==> src/rtl/qif_neuron_scheduler.sv <==
// qif_neuron_scheduler: time-multiplexes one QIF update datapath across NUM_NEURONS membrane/current slots
module qif_neuron_scheduler #(
  parameter int NUM_NEURONS = 4,
  parameter int VW = 8,
  parameter int IW = 8,
  parameter int V_REST = 0,
  parameter int V_RESET = -16,
  localparam int AW = $clog2(NUM_NEURONS)
) (
  input  logic                   clk,
  input  logic                   rst,
  input  logic                   tick,
  input  logic                   cfg_we,
  input  logic [AW-1:0]          cfg_addr,
  input  logic [IW-1:0]          cfg_data,
  output logic                   dp_req,
  output logic [VW-1:0]          dp_v,
  output logic [IW-1:0]          dp_i,
  input  logic                   dp_ack,
  input  logic [VW-1:0]          dp_v_next,
  input  logic                   dp_spike,
  output logic [NUM_NEURONS-1:0] spike_vec,
  output logic                   sweep_done,
  output logic                   busy,
  output logic                   overrun,
  output logic [7:0]             spike_cnt
);
  localparam logic [VW-1:0] vrest = VW'(V_REST);
  localparam logic [VW-1:0] vrst = VW'(V_RESET);
  typedef enum logic [1:0] {IDLE, ISSUE, WB, DONE} state_t;
  state_t state, state_nx;
  logic [AW-1:0] slot, slot_nx;
  logic [VW-1:0] v_mem [NUM_NEURONS];
  logic [IW-1:0] i_mem [NUM_NEURONS];
  logic [VW-1:0] res_v;
  logic res_spike, last;
  logic [NUM_NEURONS-1:0] spike_acc;
  assign last = slot == AW'(NUM_NEURONS - 1);
  assign slot_nx = slot + 1'b1;
  assign dp_req = state == ISSUE;
  assign sweep_done = state == DONE;
  assign busy = state != IDLE;
  always_comb begin
    state_nx = state;
    state_nx = (state == IDLE)  ? (tick ? ISSUE : IDLE) :
               (state == ISSUE) ? (dp_ack ? WB : ISSUE) :
               (state == WB)    ? (last ? DONE : ISSUE) : IDLE;
  end
  always_ff @(posedge clk) begin
    if (rst) state <= IDLE;
    else state <= state_nx;
  end
  always_ff @(posedge clk) begin
    if (rst) begin
      slot <= '0;
      dp_v <= '0;
      dp_i <= '0;
      res_v <= '0;
      res_spike <= 1'b0;
      spike_acc <= '0;
      spike_vec <= '0;
      overrun <= 1'b0;
      spike_cnt <= '0;
      for (int n = 0; n < NUM_NEURONS; n++) begin
        v_mem[n] <= vrest;
        i_mem[n] <= '0;
      end
    end else begin
      if (cfg_we) i_mem[cfg_addr] <= cfg_data;
      if (tick && state != IDLE) overrun <= 1'b1;
      if (tick && state == IDLE) begin
        slot <= '0;
        dp_v <= v_mem[0];
        dp_i <= i_mem[0];
      end
      if (state == ISSUE && dp_ack) begin
        res_v <= dp_v_next;
        res_spike <= dp_spike;
      end
      if (state == WB) begin
        v_mem[slot] <= res_spike ? vrst : res_v;
        spike_acc[slot] <= res_spike;
        spike_cnt <= spike_cnt + 8'(res_spike && spike_cnt != 8'hFF);
        // last slot's flag bypasses spike_acc so the whole vector lands at once
        if (last) spike_vec <= {res_spike, spike_acc[NUM_NEURONS-2:0]};
        else begin
          slot <= slot_nx;
          dp_v <= v_mem[slot_nx];
          dp_i <= i_mem[slot_nx];
        end
      end
    end
  end
endmodule

==> config.mk <==
export PLATFORM = sky130hd
export DESIGN_NAME = qif_neuron_scheduler
export DESIGN_NICKNAME = d
export VERILOG_FILES = /design/src/rtl/qif_neuron_scheduler.sv
export SDC_FILE = /design/constraint.sdc
export NUM_CORES = 1
export LEC_CHECK = 0
export CELL_PAD_IN_SITES_DETAIL_PLACEMENT = 1
export CELL_PAD_IN_SITES_GLOBAL_PLACEMENT = 2
export CORE_UTILIZATION = 37
export CTS_CLUSTER_SIZE = 12
export DETAILED_ROUTE_END_ITERATION = 8
export PLACE_DENSITY_LB_ADDON = 0.1
export SYNTH_ARGS = -nofsm -noshare
export SYNTH_HDL_FRONTEND = slang
export SYNTH_SLANG_ARGS = --single-unit
==> constraint.sdc <==
create_clock -name clk -period 2.7 [get_ports clk]
set_input_delay 0.54 -clock clk [delete_from_list [all_inputs] [get_ports clk]]
set_output_delay 0.54 -clock clk [all_outputs]
set_load 0.1 [all_outputs]
* After elaboration in Yosys (flattened, before gate mapping)
Memories as Yosys holds them, arrays and structs flattened. Cells that the tools add are included.
Word-level totals: flip-flop bits (word level) 46, bits in writable memories 64, bits of input ports 24, output and inout port bits 32, logic and storage cells 64, memories 2
Memories:
- i_mem | words 4, width 8, read ports 2, clocked after memory_dff 0, write ports 4, line 34 | logic [IW-1:0] i_mem [NUM_NEURONS];
- v_mem | words 4, width 8, read ports 2, clocked after memory_dff 0, write ports 4, line 33 | logic [VW-1:0] v_mem [NUM_NEURONS];
Operators by class: add/sub/neg operators 2, $lt $le $gt $ge 2, equal/unequal tests 5, mux-type cells 33, reductions and logical operators 10
Operators by type and width (number):
- 2-to-1 mux 8 bit | 9
- 2-to-1 mux 2 bit | 10
- OR reduction 8 bit | 2
- 2-to-1 mux 1 bit | 12
- adder 8 x 1 -> 8 bit | 1
- inequality test 8 bit (second input constant) | 1
- equality test 2 bit (second input constant) | 3
- logical AND 1 bit | 5
- bitwise mux 4 bit | 1
- less-than comparator 2 x 3 -> 1 bit (second input constant) | 1
- adder 2 x 1 -> 2 bit (second input constant) | 1
- demux 1 bit (select 2 bit) | 1
- equality test 2 x 1 -> 1 bit (second input constant) | 1
- greater-or-equal comparator 2 x 1 -> 1 bit (second input constant) | 1
- logical NOT 2 bit | 1
- AND reduction 2 bit | 1
- nonzero test 2 bit | 1

* Depth between registers and ports, before layout
Gate-level depths: netlist of the first run.
word-level depth 6, depth in mapped cells 7, depth with buffers taken out 7

* Worst setup path before layout of the first run
OpenSTA, ideal clock, no wires.
path kind reg2out, from reg state[0], to out dp_req, arrival 1996 ps, required time 2160 ps, slack 164 ps, cell stages (with the launch flop) 3, path buffers 1, cells stage by stage dfxtp_1 clkbuf_1 nor2b_1
On the way: cells in the longest elaborated chain, start to end 1
Ends and longest elaborated chain:
- start: declaration | line 31 | state_t state, state_nx;
- start signal: assignment | line 51 | else state <= state_nx;
- equality test 2 x 1 -> 1 bit | line 40 | assign dp_req = state == ISSUE;
- end: declaration | line 16 | output logic dp_req,
Every way passes these cells.

* Final worst setup path of the first run
Ends and elaborated chain as after synthesis.

==> results of run 1 <==
through the flow:
stage | util [%] | setup slack, ns | hold WS (ns)
floorplan | - | 0.164 | 0.443
finish | 46.7 | 0.370 | 0.460
global route | 46.7 | 0.271 | 0.491
detailed placement | 44.2 | 0.490 | 0.455
CTS | 46.7 | 0.346 | 0.465
global placement | 44.2 | 0.503 | 0.446
sequential cells by signal, summed over array words and instances (netlist names):
name and count:
res_spike 1, dp_v 8, spike_cnt 8, v_mem 32, slot 2, i_mem 32
spike_vec 4, res_v 8, overrun 1, dp_i 8, state 2, spike_acc 3
power by group through the flow:
| stage | registers [mW] | logic, mW | clock network, mW |
|---|---|---|---|
| final | 1.89 | 0.533 | 1.45 |
| after global routing | 1.90 | 0.566 | 1.54 |
| after CTS | 1.89 | 0.539 | 1.48 |
| after detailed placement | 1.93 | 0.538 | 0 |
| after global placement | 1.92 | 0.530 | 0 |
| after floorplan | 2.08 | 0.204 | 0 |
worst max-delay path, cell delays in order (launching register included):
cell and delay, ns:
dfxtp_1 0.53, buf_4 0.38, nor2b_1 0.31, buf_12 0.21
final cells by class:
type	instances	area share, %
timing repair buffer	74	11.0
sequential	109	47.1
inverter	8	0.501
multi-input combinational	278	32.4
clock buffer	9	3.76
clock inverter	7	1.63
tap	172	3.59
cells by family after synthesis:
logic type / Yosys count
and+or+nand+nor: 186
buffers and inverters: 40
AOI/OAI and AO/OA: 55
adders and majority gates: 6
xor gates and xnor gates: 1
DFF: 109
muxes: 30
synthesized netlist by cell type, types with 5 or more instances:
master / number
nor2_1: 80
o21ai_0: 16
or3b_2: 15
edfxtp_1: 64
dfxtp_1: 45
a21oi_1: 14
nand2_1: 12
nand3b_1: 7
inv_1: 8
clkbuf_1: 17
buf_2: 11
ha_1: 6
and2_1: 33
nand2b_1: 7
nand3_1: 7
mux4_2: 16
mux2i_1: 13
a2111oi_0: 16
or3_1: 5
path summary, 6_finish.rpt:
path,end,cells after the start,startpoint
setup / recovery,dp_req,3,state[0]
hold / removal,spike_vec[1],2,spike_vec[1]
setup reg to reg,dp_i[4],6,slot[1]
hold reg to reg,spike_vec[1],2,spike_vec[1]
metal layers:
metal	GRT usage (%)	routed length [um]
met1	27.0	6200
met5	0	0
met3	3.05	374
met4	6.97	107
met2	30.4	6010
==> qor.yml, run 1 <==
status: "finished, final reports clean"
drv_cap: 0
synth_cells: 427
synth_nets: 457
cts_tree: "built"
ys.flop_type: "edfxtp_1"
die_h_um: 118
multi_input_area_um2: 1940
p_per_area_nw_per_um2: 645
grt_max_degree: 40
r2r_slack_ns: 0.67
fillers: 1389
grt_pass1_vias: 3510
post-cts-setup-buffer-count: 0
final_cell_mix: "80 x nor2_1, 64 x edfxtp_1, 47 x buf_4"
synth.avg_cell_area_um2: 11.6
final_area_um2: 5990
switchingPower_mw: 1.03
p_seq_share_pct: 48.8
synth_top_cell_area_share_pct: 38.9
clk_pin_slew_ns: 0.07
seq_area_frac_synth_pct: 57.1
power.leakage_nw: 2.24
synth-seq-cells: 109
max_slew_margin_pct: 45.6
die_w_um: 118
worst_pin_slew_ns: 0.816
io_buffers: 55
crit_path_start_kind: "flip-flop"
setup_viol: 0
swShare_pct: 26.7
drive_above_1_share_pct: 22.3
synth_mux_area_share_pct: 10.2
placeableCoreArea_um2: 12800
drc: 0
p_comb_share_pct: 13.8
vias: 3440
p_clk_share_pct: 37.4
wl_per_cell_um: 19.3
die_area_um2: 13800
fin_crit_ns: 2.33
synth_cell_types: 39
stdcell_count: 657
ctsResizeCount: 0
hp-class: "flip-flop to flip-flop"
regArea_um2: 2820
grt_usage_pct: 19.3
drt-vias-per-instance: 5.24
crit_type: "flip-flop to primary output"
nets: 510
synthSimpleGateAreaFrac_pct: 20.2
cp_max_fo: 25
core.rowCount: 41
layout_commonest_cell: "nor2_1"
clock_path_buffers: 2
synth_edf_count: 64
antennaDiodeCount: 0
timing.fmax_ghz: 0.429
cts_num_sinks: 109
cp_data_arrival_time_ns: 1.79
start_util_pct: 38.5
hold_buffers: 0
finalPower_mw: 3.87
ir_worst_vdd_v: 0.000297
fin_tns_setup_ns: 0
antenna_found_initial: 0
critPathRequiredTime_ns: 2.16
finalCritPeriodShare_pct: 86.3
ioPinCount: 56
synth.area.top_cells: "edfxtp_1 39%, dfxtp_1 18%, mux4_2 7.3%"
cts_buffers: 9
end_kind: "primary output"
areaGrowthSynthToFinish_pct: 21.2
h-tree-depth: 3
root_buffer: "clkbuf_16"
synth_xor_area_share_pct: 0.177
ys_warn_count: 0
hold_viol: 0
rsz0062_at_grt: "no"
async_flop_share_pct: 0
overflow: 0
dr.pass1.iters: 4
grt_pass1_wl_um: 20200
synth.largest_area_cell: "edfxtp_1"
drtIter0Drc: 150
synth_top_family_by_area: "simple AND/OR/NAND/NOR gates"
p_int_mw: 2.83
placed_cell_area_um2: 5670
fin_skew_ns: 0.00792
synth_compound_area_share_pct: 7.27
synthAdderAreaFrac_pct: 1.52
post-place-cells: 641
clkLatencyLatePin_ns: 0.35
dp_hpwl_um: 8380
antenna_left: 0
drv_slew: 0
globalplace.congestion: 0.736
syn_area_um2: 4940
wl_um: 12700
No activity file was read; power rests on OpenSTA's default activity.
==> run 2: changes to the inputs <==
--- a/config.mk
+++ b/config.mk
@@ -7,7 +7,7 @@
 export LEC_CHECK = 0
 export CELL_PAD_IN_SITES_DETAIL_PLACEMENT = 1
 export CELL_PAD_IN_SITES_GLOBAL_PLACEMENT = 2
-export CORE_UTILIZATION = 37
+export CORE_UTILIZATION = 40
 export CTS_CLUSTER_SIZE = 12
 export DETAILED_ROUTE_END_ITERATION = 8
 export PLACE_DENSITY_LB_ADDON = 0.1
==> constraint.sdc (replaced) <==
create_clock -name clk -period 2.8 [get_ports clk]
set_input_delay 0.56 -clock clk [delete_from_list [all_inputs] [get_ports clk]]
set_output_delay 0.56 -clock clk [all_outputs]
set_load 0.1 [all_outputs]
==> qor.yml, run 2 (synthesis results as in run 1) <==
status: "finished, final reports clean"  # unchanged
hold_buffers: 0  # unchanged
holdCritStartpoint: "spike_vec[2]"  # was spike_vec[1]
io_buffers: 55  # unchanged
top_regs: "i_mem x32, v_mem x32"  # unchanged
setup_viol: 0  # unchanged
overflow: 0  # unchanged
timing.rr.end: "v_mem[1][2]"  # was dp_i[4]
fin_crit_ns: 2.23
post-cts-setup-buffer-count: 0  # unchanged
ioPinCount: 56  # unchanged
fin_tns_setup_ns: 0  # unchanged
drv_slew: 0  # unchanged
drv_cap: 0  # unchanged
hold_viol: 0  # unchanged
die_w_um: 113  # was 118 um
p_int_mw: 2.63  # was 2.83 mW
worst_pin_slew_ns: 0.683  # was 0.816 ns
p_per_area_nw_per_um2: 614  # was 645 nW/um^2
ir_worst_vdd_v: 0.000465  # was 0.000297 V
cts_tree: "built"  # unchanged
whs_path_depth: 2  # unchanged
core.rowCount: 40  # was 41
path_cells: "or3b_1, or3_1, nand2b_1"  # was buf_4, nor2b_1, buf_12
crit_path_start_kind: "flip-flop"  # unchanged
critPathRequiredTime_ns: 2.81  # was 2.16 ns
cts_buffers: 9  # unchanged
grt_max_degree: 56  # was 40
rsz0062_at_grt: "no"  # unchanged
swShare_pct: 26.9  # was 26.7%
r2r_slack_ns: 0.57  # was 0.67 ns
cts_num_sinks: 109  # unchanged
layout_commonest_cell: "nor2_1"  # unchanged
critPathMaxStageDelay_ns: 0.55  # was 0.53 ns
antenna_found_initial: 0  # unchanged
crit_type: "flip-flop to flip-flop"  # was flip-flop to primary output
cp_data_arrival_time_ns: 2.24  # was 1.79 ns
dp_hpwl_um: 7960  # was 8380 um
drtIter0Drc: 120  # was 150
drt-vias-per-instance: 5.45  # was 5.24
grt_pass1_wl_um: 19300  # was 20200 um
crit_family: "simple AND/OR/NAND/NOR gates"  # was buffers and inverters
worstHoldEndpoint: "spike_vec[2]"  # was spike_vec[1]
switchingPower_mw: 0.967  # was 1.03 mW
placeableCoreArea_um2: 12000  # was 12800 um^2
grt_usage_pct: 20.2  # was 19.3%
antenna_left: 0  # unchanged
antennaDiodeCount: 0  # unchanged
drc: 0  # unchanged
wl_um: 12000  # was 12700 um
areaGrowthSynthToFinish_pct: 18.7  # was 21.2%
p_comb_share_pct: 13.9  # was 13.8%
clk_pin_slew_ns: 0.07  # about the same
cp_max_fo: 17  # was 25
path_buf_inv: 0  # was 2
finalPower_mw: 3.60  # was 3.87 mW
finalCritPeriodShare_pct: 79.6
slowest_stage: "or3b_1"  # was dfxtp_1
path_depth: 3  # unchanged
drive_above_1_share_pct: 21.0  # was 22.3%
ctsResizeCount: 0  # unchanged
max_slew_margin_pct: 54.4  # was 45.6%
grt_pass1_vias: 3620  # was 3510
fin_skew_ns: 0.00397  # was 0.00792 ns
globalplace.congestion: 0.753  # was 0.736
nets: 505  # was 510
r2r_cells: 3  # was 6
whs_ns: 0.468  # was 0.460 ns
end_kind: "flip-flop"  # was primary output
start_util_pct: 41.1  # was 38.5%
clkLatencyLatePin_ns: 0.35  # about the same
final_cell_mix: "80 x nor2_1, 64 x edfxtp_1, 45 x dfxtp_1"  # was 80 x nor2_1, 64 x edfxtp_1, 47 x buf_4
hp-class: "flip-flop to flip-flop"  # unchanged
die_area_um2: 12800  # was 13800 um^2
dr.pass1.iters: 4  # unchanged
p_clk_share_pct: 35.4  # was 37.4%
timing.fmax_ghz: 0.449
fillers: 1270  # was 1389
wl_per_cell_um: 19.1  # was 19.3 um
rr_startpoint: "state[0]"  # was slot[1]
p_seq_share_pct: 50.7  # was 48.8%
power.leakage_nw: 2.20  # was 2.24 nW
die_h_um: 113  # was 118 um
clock_path_buffers: 2  # unchanged
root_buffer: "clkbuf_16"  # unchanged
h-tree-depth: 3  # unchanged
vias: 3417  # was 3440
## run 2: per-stage QoR
step	std cells	setup WS, ns	area (um^2)	util, %
6_report	627	0.571	5870	48.8
5_1_grt	627	0.407	5870	48.8
4_1_cts	627	0.568	5870	48.8
3_5_place_dp	611	0.371	5570	46.4
3_3_place_gp	611	0.405	5570	46.4
2_1_floorplan	427	0.244	4940	-
## run 2: worst reg2reg max path: stages (launching register included)
cell and delay, ns:
dfxtp_1 0.48, or3b_1 0.56, or3_1 0.50, nand2b_1 0.36
## run 2: worst max-delay path by stage
stage	end	from	slack, ns
after floorplan	dp_req	state[0]	0.24
after global routing	v_mem[1][4]	state[0]	0.41
after CTS	v_mem[1][4]	state[0]	0.57
after global placement	i_mem[2][1]	cfg_we	0.40
after detailed placement	i_mem[2][1]	cfg_we	0.37
final	v_mem[1][2]	state[0]	0.57
## run 2: area by class of cell
type / instances / area (um^2) / area share (%)
Sequential cell: 109 / 2820 / 48.1
Multi-Input combinational cell: 278 / 1940 / 33.1
Timing Repair Buffer: 69 / 596 / 10.2
Clock buffer: 10 / 229 / 3.90
Tap cell: 147 / 184 / 3.14
Clock inverter: 6 / 63.8 / 1.09
Inverter: 8 / 30.0 / 0.512
## run 2: per-layer routing
metal	global-route usage, %	share of wire (%)	vias up
met5	0	0	-
met4	6.84	1.4	0
met3	3.59	3.0	11
met2	36.4	53	48
met1	24.4	42	1736
li1	-	-	1622
## run 2: power by group through the flow
| stage | logic, mW | clock network, mW | registers [mW] |
|---|---|---|---|
| 6_report | 0.500 | 1.27 | 1.82 |
| 5_1_grt | 0.531 | 1.35 | 1.84 |
| 4_1_cts | 0.507 | 1.29 | 1.83 |
| 3_5_place_dp | 0.506 | 0 | 1.86 |
| 3_3_place_gp | 0.499 | 0 | 1.86 |
| 2_1_floorplan | 0.197 | 0 | 2.01 |
==> run 3: changes to the inputs <==
--- a/config.mk
+++ b/config.mk
@@ -7,7 +7,7 @@
 export LEC_CHECK = 0
 export CELL_PAD_IN_SITES_DETAIL_PLACEMENT = 1
 export CELL_PAD_IN_SITES_GLOBAL_PLACEMENT = 2
-export CORE_UTILIZATION = 40
+export CORE_UTILIZATION = 37
 export CTS_CLUSTER_SIZE = 12
 export DETAILED_ROUTE_END_ITERATION = 8
 export PLACE_DENSITY_LB_ADDON = 0.1
==> constraint.sdc (replaced) <==
create_clock -name clk -period 2.2 [get_ports clk]
set_input_delay 0.44 -clock clk [delete_from_list [all_inputs] [get_ports clk]]
set_output_delay 0.44 -clock clk [all_outputs]
set_load 0.1 [all_outputs]
==> qor.yml, run 3 (synthesis results as in run 1) <==
clkLatencyLatePin_ns: 0.35  # about the same
cts_buffers: 9  # unchanged
final_core_utilization_pct: 47.4  # was 48.8%
r2r_cells: 6  # was 3
die_area_um2: 13800  # was 12800 um^2
grt_max_degree: 40  # was 56
cp_max_fo: 32  # was 17
overflow: 0  # unchanged
drc: 0  # unchanged
dp_hpwl_um: 8500  # was 7960 um
cts_num_sinks: 109  # unchanged
globalplace.congestion: 0.758  # was 0.753
status: "finished, final reports clean"  # unchanged
drv_cap: 0  # unchanged
end_kind: "primary output"  # was flip-flop
fin_tns_setup_ns: 0  # unchanged
dr.pass1.iters: 4  # unchanged
power.leakage_nw: 2.29  # was 2.20 nW
worst_pin_slew_ns: 0.603  # was 0.683 ns
p_int_mw: 3.41  # was 2.63 mW
antenna_found_initial: 0  # unchanged
clock_path_buffers: 2  # unchanged
crit_type: "flip-flop to primary output"  # was flip-flop to flip-flop
grt_usage_pct: 19.3  # was 20.2%
finalCritPeriodShare_pct: 88.2
critPathRequiredTime_ns: 1.76  # was 2.81 ns
wl_um: 12600  # was 12000 um
die_w_um: 118  # was 113 um
nets: 518  # was 505
post-place-cells: 649  # was 611
cts_tree: "built"  # unchanged
timing.fmax_ghz: 0.515
ir_worst_vdd_v: 0.000351  # was 0.000465 V
whs_ns: 0.462  # was 0.468 ns
setup_viol: 0  # unchanged
antennaDiodeCount: 0  # unchanged
hp-class: "flip-flop to flip-flop"  # unchanged
stdcell_count: 665  # was 627
r2r_slack_ns: 0.32  # was 0.57 ns
core.rowCount: 41  # was 40
antenna_left: 0  # unchanged
io_buffers: 55  # unchanged
p_clk_share_pct: 35.6  # was 35.4%
p_per_area_nw_per_um2: 764  # was 614 nW/um^2
vias: 3488  # was 3417
ctsResizeCount: 0  # unchanged
grt_pass1_vias: 3747  # was 3620
wl_per_cell_um: 18.9  # was 19.1 um
areaGrowthSynthToFinish_pct: 22.9  # was 18.7%
rsz0062_at_grt: "no"  # unchanged
max_slew_margin_pct: 59.8  # was 54.4%
hold_buffers: 0  # unchanged
final_cell_mix: "80 x nor2_1, 64 x edfxtp_1, 52 x buf_4"  # was 80 x nor2_1, 64 x edfxtp_1, 45 x dfxtp_1
slowest_stage: "dfxtp_1"  # was or3b_1
placeableCoreArea_um2: 12800  # was 12000 um^2
cp_data_arrival_time_ns: 1.50  # was 2.24 ns
crit_path_start_kind: "flip-flop"  # unchanged
drv_slew: 0  # unchanged
die_h_um: 118  # was 113 um
clk_pin_slew_ns: 0.07  # about the same
grt_pass1_wl_um: 20400  # was 19300 um
switchingPower_mw: 1.23  # was 0.967 mW
top_regs: "i_mem x32, v_mem x32"  # unchanged
swShare_pct: 26.6  # was 26.9%
hold_viol: 0  # unchanged
fin_crit_ns: 1.94
post-cts-setup-buffer-count: 0  # unchanged
h-tree-depth: 3  # unchanged
ioPinCount: 56  # unchanged
critPathMaxStageDelay_ns: 0.33  # was 0.55 ns
start_util_pct: 38.5  # was 41.1%
drt-vias-per-instance: 5.25  # was 5.45
drtIter0Drc: 112  # was 120
layout_commonest_cell: "nor2_1"  # unchanged
drive_above_1_share_pct: 24.7  # was 21.0%
path_cells: "buf_4, nor2b_2, buf_12"  # was or3b_1, or3_1, nand2b_1
whs_path_depth: 2  # unchanged
p_comb_share_pct: 14.5  # was 13.9%
fin_skew_ns: 0.00794  # was 0.00397 ns
p_seq_share_pct: 49.9  # was 50.7%
root_buffer: "clkbuf_16"  # unchanged
run 3: path summary, 6_finish.rpt:
path | from | endpoint
setup / recovery | state[0] | dp_req
hold / removal | spike_vec[2] | spike_vec[2]
setup reg to reg | slot[0] | dp_v[1]
hold reg to reg | spike_vec[2] | spike_vec[2]
run 3: power by group through the flow:
stage	combinational [mW]	clock, mW	sequential, mW
finish	0.672	1.65	2.32
detailed placement	0.677	0	2.36
floorplan	0.251	0	2.55
global placement	0.665	0	2.36
global route	0.712	1.77	2.33
CTS	0.680	1.70	2.32
run 3: through the flow:
step | power [mW] | setup slack (ns) | instance area [um^2]
2_1_floorplan | 2.80 | 0.143 | 4950
3_3_place_gp | 3.02 | 0.171 | 5780
3_5_place_dp | 3.04 | 0.119 | 5780
4_1_cts | 4.69 | 0.229 | 6070
5_1_grt | 4.80 | 0.157 | 6070
6_report | 4.64 | 0.259 | 6070
run 3: cell type report:
type	instances	area, um^2
Sequential cell	109	2830
Tap cell	172	215
Timing Repair Buffer	82	756
Clock buffer	13	250
Fill cell	1378	6750
Multi-Input combinational cell	278	1940
Inverter	8	30.0
Clock inverter	3	47.5
run 3: critical path, delay by kind of cell, from the launching register on:
family        cells  cell delay [ns]
flops             1             0.33
simple gates      1             0.29
buf+inv           2             0.53
run 3: layer usage:
layer,global-route usage [%],part of all wire (%)
met4,6.97,1.5
met5,0,0
met3,2.42,2.7
met1,24.9,46
met2,33.2,50
